[config.mk]
export PLATFORM = sky130hd
export DESIGN_NAME = ram_scan_ctrl
export DESIGN_NICKNAME = d
export VERILOG_FILES = /design/src/rtl/ram_scan_pkg.sv /design/src/rtl/hold_timer.sv /design/src/rtl/ram_scan_ctrl.sv
export SDC_FILE = /design/constraint.sdc
export NUM_CORES = 1
export LEC_CHECK = 0
export ABC_AREA = 1
export BUFFER_PORTS_ARGS = -buffer_cell sky130_fd_sc_hd__buf_2
export CORE_ASPECT_RATIO = 0.75
export CORE_MARGIN = 10
export CORE_UTILIZATION = 30
export CTS_CLUSTER_DIAMETER = 40
export DETAILED_ROUTE_END_ITERATION = 6
export PLACE_DENSITY = 0.44
export SLEW_MARGIN = 0
export SYNTH_ARGS = -nofsm -noshare
export SYNTH_HDL_FRONTEND = slang
export SYNTH_SLANG_ARGS = --single-unit
[constraint.sdc]
create_clock -name clk -period 1.32 [get_ports clk]
set_input_delay 0.132 -clock clk [delete_from_list [all_inputs] [get_ports clk]]
set_output_delay 0.132 -clock clk [all_outputs]
set_load 0.01 [all_outputs]
[src/rtl/ram_scan_pkg.sv]
`default_nettype none
// ============================================================================
// Module : ram_scan_pkg
// Brief  : Shared widths, last address and sequencer states for the RAM scan.
// Rev    : 1.0 - initial release
// ============================================================================
package ram_scan_pkg;

    localparam int ADDR_W = 4;
    localparam int DATA_W = 2;
    localparam logic [ADDR_W-1:0] LAST_ADDR = 4'd15;

    typedef enum logic [2:0] {
        ST_IDLE   = 3'd0,
        ST_FILL   = 3'd1,
        ST_RD_REQ = 3'd2,
        ST_RD_CAP = 3'd3,
        ST_HOLD   = 3'd4,
        ST_DONE   = 3'd5
    } state_t;

endpackage
`default_nettype wire

[src/rtl/hold_timer.sv]
`default_nettype none
// ============================================================================
// Module : hold_timer
// Brief  : Display hold counter; expire marks the final cycle of a hold.
// Rev    : 1.0 - initial release
// ============================================================================
module hold_timer #(
    parameter int DIV_COUNT = 1_200_000
) (
    input  logic clk,
    input  logic rst,
    input  logic clr,
    output logic expire
);

    localparam int               CNT_W    = $clog2(DIV_COUNT + 1);
    localparam logic [CNT_W-1:0] LAST_CNT = CNT_W'(DIV_COUNT - 1);

    logic [CNT_W-1:0] count;

    // Parks at the last value so an unexpected stall can never wrap the count
    always_ff @(posedge clk) begin
        if (rst || clr) begin
            count <= '0;
        end else if (!expire) begin
            count <= count + CNT_W'(1);
        end
    end

    assign expire = (count == LAST_CNT);

endmodule
`default_nettype wire

[src/rtl/ram_scan_ctrl.sv]
`default_nettype none
// ============================================================================
// Module : ram_scan_ctrl
// Brief  : Fills a 16x2 RAM with a seeded pattern, then shows each word on LEDs.
// Rev    : 1.0 - initial release
// ============================================================================
module ram_scan_ctrl
    import ram_scan_pkg::*;
#(
    parameter int                DIV_COUNT = 1_200_000,
    parameter logic [DATA_W-1:0] SEED      = 2'b00
) (
    input  logic                    clk,
    input  logic                    rst,
    input  logic                    go,
    output logic                    w_en,
    output logic [ADDR_W-1:0]       w_addr,
    output logic [DATA_W-1:0]       w_data,
    output logic                    r_en,
    output logic [ADDR_W-1:0]       r_addr,
    input  logic [DATA_W-1:0]       r_data,
    output logic [2*DATA_W-1:0]     led,
    output logic                    done
);

    state_t            state, state_nx;
    logic [ADDR_W-1:0] addr, addr_nx;
    logic              hold_clr;
    logic              expire;

    // Counter only runs while holding, so entering HOLD always starts from zero
    assign hold_clr = (state != ST_HOLD);

    hold_timer #(
        .DIV_COUNT (DIV_COUNT)
    ) u_hold_timer (
        .clk    (clk),
        .rst    (rst),
        .clr    (hold_clr),
        .expire (expire)
    );

    always_ff @(posedge clk) begin
        if (rst) begin
            state <= ST_IDLE;
            addr  <= '0;
            led   <= '0;
        end else begin
            state <= state_nx;
            addr  <= addr_nx;
            if (state == ST_RD_CAP) begin
                led <= {addr[DATA_W-1:0], r_data};
            end
        end
    end

    always_comb begin
        state_nx = state;
        addr_nx  = addr;
        w_en     = 1'b0;
        r_en     = 1'b0;
        done     = 1'b0;
        case (state)
            ST_IDLE: begin
                if (go) begin
                    state_nx = ST_FILL;
                    addr_nx  = '0;
                end
            end
            ST_FILL: begin
                w_en = 1'b1;
                if (addr == LAST_ADDR) begin
                    addr_nx  = '0;
                    state_nx = ST_RD_REQ;
                end else begin
                    addr_nx = addr + ADDR_W'(1);
                end
            end
            ST_RD_REQ: begin
                r_en     = 1'b1;
                state_nx = ST_RD_CAP;
            end
            ST_RD_CAP: begin
                state_nx = ST_HOLD;
            end
            ST_HOLD: begin
                if (expire) begin
                    if (addr == LAST_ADDR) begin
                        state_nx = ST_DONE;
                    end else begin
                        addr_nx  = addr + ADDR_W'(1);
                        state_nx = ST_RD_REQ;
                    end
                end
            end
            ST_DONE: begin
                done = 1'b1;
                if (!go) begin
                    state_nx = ST_IDLE;
                end
            end
            default: begin
                state_nx = ST_IDLE;
            end
        endcase
    end

    assign w_addr = addr;
    assign r_addr = addr;
    assign w_data = addr[DATA_W-1:0] ^ SEED;

endmodule
`default_nettype wire

# After elaboration in Yosys (flattened, before gate mapping)
# Cells that the tools add are included.
# Widths: inputs -> output; s select.
totals:
  mem_bits_ro: 0
  n_memories: 0
  latch_bits: 0
  ram_bits: 0
  register_bits: 32
classes:
  n_mul: 0
  n_addsub: 2
  muxes: 14
  div: 0
  bitwise: 0
  shift: 0
  reduce_logical: 5
  n_eq_ne: 13
  order_cmp: 0
ops:
  columns: ["operator", "n"]
  rows:
  - ["$add 21x1->21 const B", 1]
  - ["$eq 21x21->1 const B", 1]
  - ["$pmux 3 s6", 1]
  - ["$mux 4", 4]
  - ["$mux 3", 5]
  - ["$pmux 4 s3", 1]
  - ["$ne 2x2->1 const B", 5]
  - ["$reduce_and 4->1", 2]
  - ["$eq 3x2->1 const B", 2]
  - ["$eq 3x3->1 const B", 2]
  - ["$add 4x1->4 const B", 1]
  - ["$eq 4x4->1 const B", 1]
  - ["$eq 3x1->1 const B", 1]
  - ["$logic_not 3->1", 1]
  - ["$mux 1", 3]
  - ["$ne 3x3->1 const B", 1]
  - ["$reduce_bool 3->1", 1]
  - ["$logic_or 1x1->1", 1]

# Depth between registers and ports, before layout
logic_depth:
  word_depth: 4
  depth_mapped: 10

# By module
# From an unflattened synthesis, not the netlist that was laid out.
hier_totals:
  hier_cells: 274
  hier_area_um2: 1908.1
modules_own_cells:
  columns: ["mod", "n_inst", "seq_area_each_um2", "cells_per_inst", "area_each_um2"]
  rows:
  - ["hold_timer", 1, 420.4, 177, 1249.9]
  - ["ram_scan_ctrl", 1, 220.2, 97, 658.1]

# Worst setup path before layout
# No wires, ideal clock.
synth_path:
  path_type: "reg2reg"
  start: "register addr[1] (netlist: r_addr[1])"
  end: "register state[0]"
  slack_ns: -0.197
  period_less_slack_ns: 1.517
  path_stages_with_launch: 9
  n_path_buf: 0
  arrival_ns: 1.404
  required_ns: 1.207
  cell_sequence: "dfxtp_1 > ha_1 > nand2_1 > nor2_1 > inv_1 > a21oi_2 > nand3_2 > o21ai_1 > inv_1"
synth_via:
  elab_chain_len: 4
synth_lines:
  columns: ["element", "line_no", "text"]
  rows:
  - ["from (decl)", "ram_scan_ctrl.sv:27", "logic [ADDR_W-1:0] addr, addr_nx;"]
  - ["from (signal assigned)", "ram_scan_ctrl.sv:50", "addr <= addr_nx;"]
  - ["$eq 4x4->1 *", "ram_scan_ctrl.sv:72, ram_scan_ctrl.sv:88", null]
  - ["$mux 3", "ram_scan_ctrl.sv:88", "if (addr == LAST_ADDR) begin"]
  - ["$mux 3", "ram_scan_ctrl.sv:87", "if (expire) begin"]
  - ["$pmux 3 s6", "ram_scan_ctrl.sv:63", "case (state)"]
  - ["to (signal assigned)", "ram_scan_ctrl.sv:49", "state <= state_nx;"]
  - ["to (decl)", "ram_scan_ctrl.sv:26", "state_t state, state_nx;"]
# Every way passes the cells marked *; elsewhere a longest branch is shown, timed or not. The select of a mux whose other input is x is not followed.
# A chain may end at the register's enable or synchronous reset.

# Worst setup path in the final report
layout_path:
  start: "register u_hold_timer.count[1]"
  end: "register addr[1] (netlist: r_addr[1])"
layout_via:
  elab_chain_len: 3
layout_lines:
  columns: ["element", "line_no", "text"]
  rows:
  - ["from (decl)", "hold_timer.sv:19", "logic [CNT_W-1:0] count;"]
  - ["from (signal assigned)", "hold_timer.sv:26", "count <= count + CNT_W'(1);"]
  - ["$eq 21x21->1", "hold_timer.sv:30", "assign expire = (count == LAST_CNT);"]
  - ["$ne 2x2->1 (no line)", null, null]
  - ["$reduce_and 4->1 (no line)", null, null]
# No other way between the ends.

==> results.sh <==
export IMPL_finalHoldWorstSlack_ns=0.0676
export IMPL_clkTransAtPathRegs_ns=0.07
export IMPL_cts_made_buffers=5
export IMPL_maxSlewHeadroom_pct=80.7
export IMPL_critPathArrivalTime_ns=1.61
export IMPL_drt_antenna_violating_nets=0
export IMPL_startpoint_type="flop"
export IMPL_cp_end_kind="flop"
export IMPL_ys_seq_elements=32
export IMPL_timing_fmax_mhz=719
export IMPL_area_delta_synth_final_pct=49.3
export IMPL_min_period_ns=1.39
export IMPL_critPathKind="reg -> reg"
export IMPL_finalSetupViolCount=9
export IMPL_grt_setup_unrepaired="true"
export IMPL_clk_path_buf_depth=2
export IMPL_ys_types=30
export IMPL_synthCells=259
export IMPL_root_buffer="clkbuf_8"
export IMPL_start_util_pct=31.1
export IMPL_ys_seq_area_share_pct=35.4
export IMPL_die_w_um=110
export IMPL_first_pass_iters=5
export IMPL_antenna_found_initial=0
export IMPL_syn_nets=266
export IMPL_vias=1829
export IMPL_leakagePower_nw=1.15
export IMPL_wl_um=4980
export IMPL_io_pins=22
export IMPL_irDropWorstVdd_uv=561
export IMPL_crit_required_ns=1.54
export IMPL_final_cell_mix="buf_4, inv_1, nand2_1, buf_2, a21oi_1"
export IMPL_status="finished with violations"
export IMPL_overflow=0
export IMPL_yosysWarningCount=0
export IMPL_nets=334
export IMPL_p_int_mw=2.13
export IMPL_slew_violations=0
export IMPL_clkSinkCount=32
export IMPL_via_per_inst=4.50
export IMPL_nFillCells=601
export IMPL_hold_viol=0
export IMPL_port_buffers=21
export IMPL_grt_pass1_wl_um=8250
export IMPL_drc=0
export IMPL_worstHoldPathType="in -> reg"
export IMPL_drtIter0Drc=59
export IMPL_layout_drive_gt1_share_pct=49.4
export IMPL_synth_avg_cell_area_um2=7.00
export IMPL_die_area_um2=9580
export IMPL_power_switching_mw=1.39
export IMPL_p_comb_share_pct=45.2
export IMPL_grtUsageTotal_pct=10.7
export IMPL_path_max_fanout=7
export IMPL_grt_pass1_vias=1698
export IMPL_final_common_cell="buf_4"
export IMPL_place_area_um2=2300
export IMPL_gp_congestion=0.791
export IMPL_finalCritPeriodShare_pct=105
export IMPL_design_area_um2=2710
export IMPL_tightest_slew_ns=0.289
export IMPL_power_density_nw_per_um2=1300
export IMPL_fin_ws_ns=-0.0712
export IMPL_antenna_diode_count=0
export IMPL_cts_tree="yes"
export IMPL_violations="negative setup slack"
export IMPL_worst_clock_skew_ns=0.00357
export IMPL_rows=24
export IMPL_die_h_um=87.3
export IMPL_holdBufCountCts=0
export IMPL_swShare_pct=39.5
export IMPL_dp_hpwl_um=3720
export IMPL_clkPwrFrac_pct=21.3
export IMPL_p_seq_share_pct=33.6
export IMPL_htreeDepth=2
export IMPL_worst_skew_pair_late_latency_ns=0.28
export IMPL_syn_area_um2=1810
export IMPL_core_area_um2=5830
export IMPL_wl_per_cell_um=12.3
export IMPL_grt_max_degree=11
export IMPL_drv_cap=0
-- repair_timing --
action                     4_1_cts  5_1_grt
pin swaps                       17       22
setup endpoints to repair       27       32
hold endpoints to repair         0        0
setup buffers                    1        5
resized for setup               24       69
-- flip-flops by register name, indices dropped and copies added, names as in the netlist --
register,cells
state,3
u_hold_timer.count,21
r_addr,4
led,4
-- worst max-delay path, stage by stage (launching register included) --
cell and delay [ns]:
dfxtp_4 0.38, ha_4 0.15, nand3_4 0.12, nor2_4 0.12, nand3_4 0.12, nand2_8 0.11
nand3_4 0.11, nand2_2 0.08, nand2_1 0.04, nor2_1 0.10
-- through the flow --
step | setup TNS (ns) | total power, mW | instances | setup WS (ns) | util (%)
after detailed placement | -1.29 | 2.43 | 392 | -0.116 | 39.4
after floorplan | -0.160 | 2.03 | 259 | -0.0331 | -
after global routing | -2.17 | 3.75 | 406 | -0.163 | 46.4
final | -0.337 | 3.51 | 406 | -0.0712 | 46.4
after CTS | -0.364 | 3.29 | 401 | -0.0711 | 42.6
after global placement | -1.59 | 2.44 | 392 | -0.127 | 39.4
-- per-layer routing --
layer / track usage (%) / part of all wire (%) / vias to the layer above
met5: 0 / 0 / -
met4: 2.83 / 0.88 / 0
met3: 3.18 / 2.9 / 5
met2: 14.2 / 40 / 22
met1: 16.0 / 57 / 828
li1: - / - / 974
-- cell families (layout without fill, tap and decap cells) --
family / Yosys count / count (layout) / synth area share [%]
DFF: 32 / 32 / 35.4
buffers and inverters: 53 / 122 / 12.4
adders and majority gates: 2 / 2 / 1.38
AOI/OAI and AO/OA: 45 / 45 / 13.4
and+or+nand+nor: 121 / 121 / 34.5
xor gates and xnor gates: 6 / 6 / 2.90
-- cell type report --
type	instances	area (um^2)	area share (%)
multi-input combinational	174	1180	43.7
sequential	32	684	25.3
timing repair buffer	68	483	17.9
inverter	46	175	6.48
tap	78	97.6	3.61
clock buffer	5	68.8	2.54
clock inverter	3	13.8	0.509
-- synth_stat cells --
| master | count | area share, % |
|---|---|---|
| a211oi_1 | 1 | 0.41 |
| a21boi_0 | 1 | 0.41 |
| a21oi_1 | 21 | 5.8 |
| a21oi_2 | 1 | 0.48 |
| buf_4 | 7 | 2.9 |
| dfxtp_1 | 32 | 35 |
| ha_1 | 2 | 1.4 |
| inv_1 | 45 | 9.3 |
| inv_2 | 1 | 0.21 |
| nand2_1 | 46 | 9.5 |
| nand2_2 | 2 | 0.69 |
| nand2_4 | 1 | 0.62 |
| nand3_1 | 12 | 3.3 |
| nand3_2 | 2 | 1.1 |
| nand3_4 | 3 | 2.9 |
| nand3b_4 | 1 | 1.1 |
| nand4_1 | 8 | 2.8 |
| nor2_1 | 27 | 5.6 |
| nor2_2 | 4 | 1.4 |
| nor2_4 | 1 | 0.62 |
| nor3_1 | 10 | 2.8 |
| nor3_2 | 1 | 0.55 |
| nor3_4 | 1 | 0.90 |
| nor4_1 | 2 | 0.69 |
| o21ai_0 | 16 | 4.4 |
| o21ai_1 | 3 | 0.83 |
| o22ai_1 | 1 | 0.35 |
| o22ai_2 | 1 | 0.69 |
| xnor2_1 | 2 | 0.97 |
| xor2_1 | 4 | 1.9 |
-- path summary, 6_finish.rpt --
check / start / end / slack, ns / depth (start not counted)
worst max-delay path: u_hold_timer.count[1] / r_addr[1] / -0.07 / 9
worst max register to register: u_hold_timer.count[1] / r_addr[1] / -0.07 / 9
worst min register to register: u_hold_timer.count[9] / u_hold_timer.count[9] / 0.48 / 2
worst min-delay path: r_data[0] / led[0] / 0.07 / 3
-- power by group through the flow --
stage / Clock, mW / Combinational [mW] / Sequential, mW
3_3_place_gp: 0 / 1.27 / 1.17
4_1_cts: 0.772 / 1.35 / 1.17
2_1_floorplan: 0 / 0.812 / 1.21
3_5_place_dp: 0 / 1.27 / 1.17
6_report: 0.748 / 1.59 / 1.18
5_1_grt: 0.805 / 1.75 / 1.20
Power figures use the tool's default switching activity.
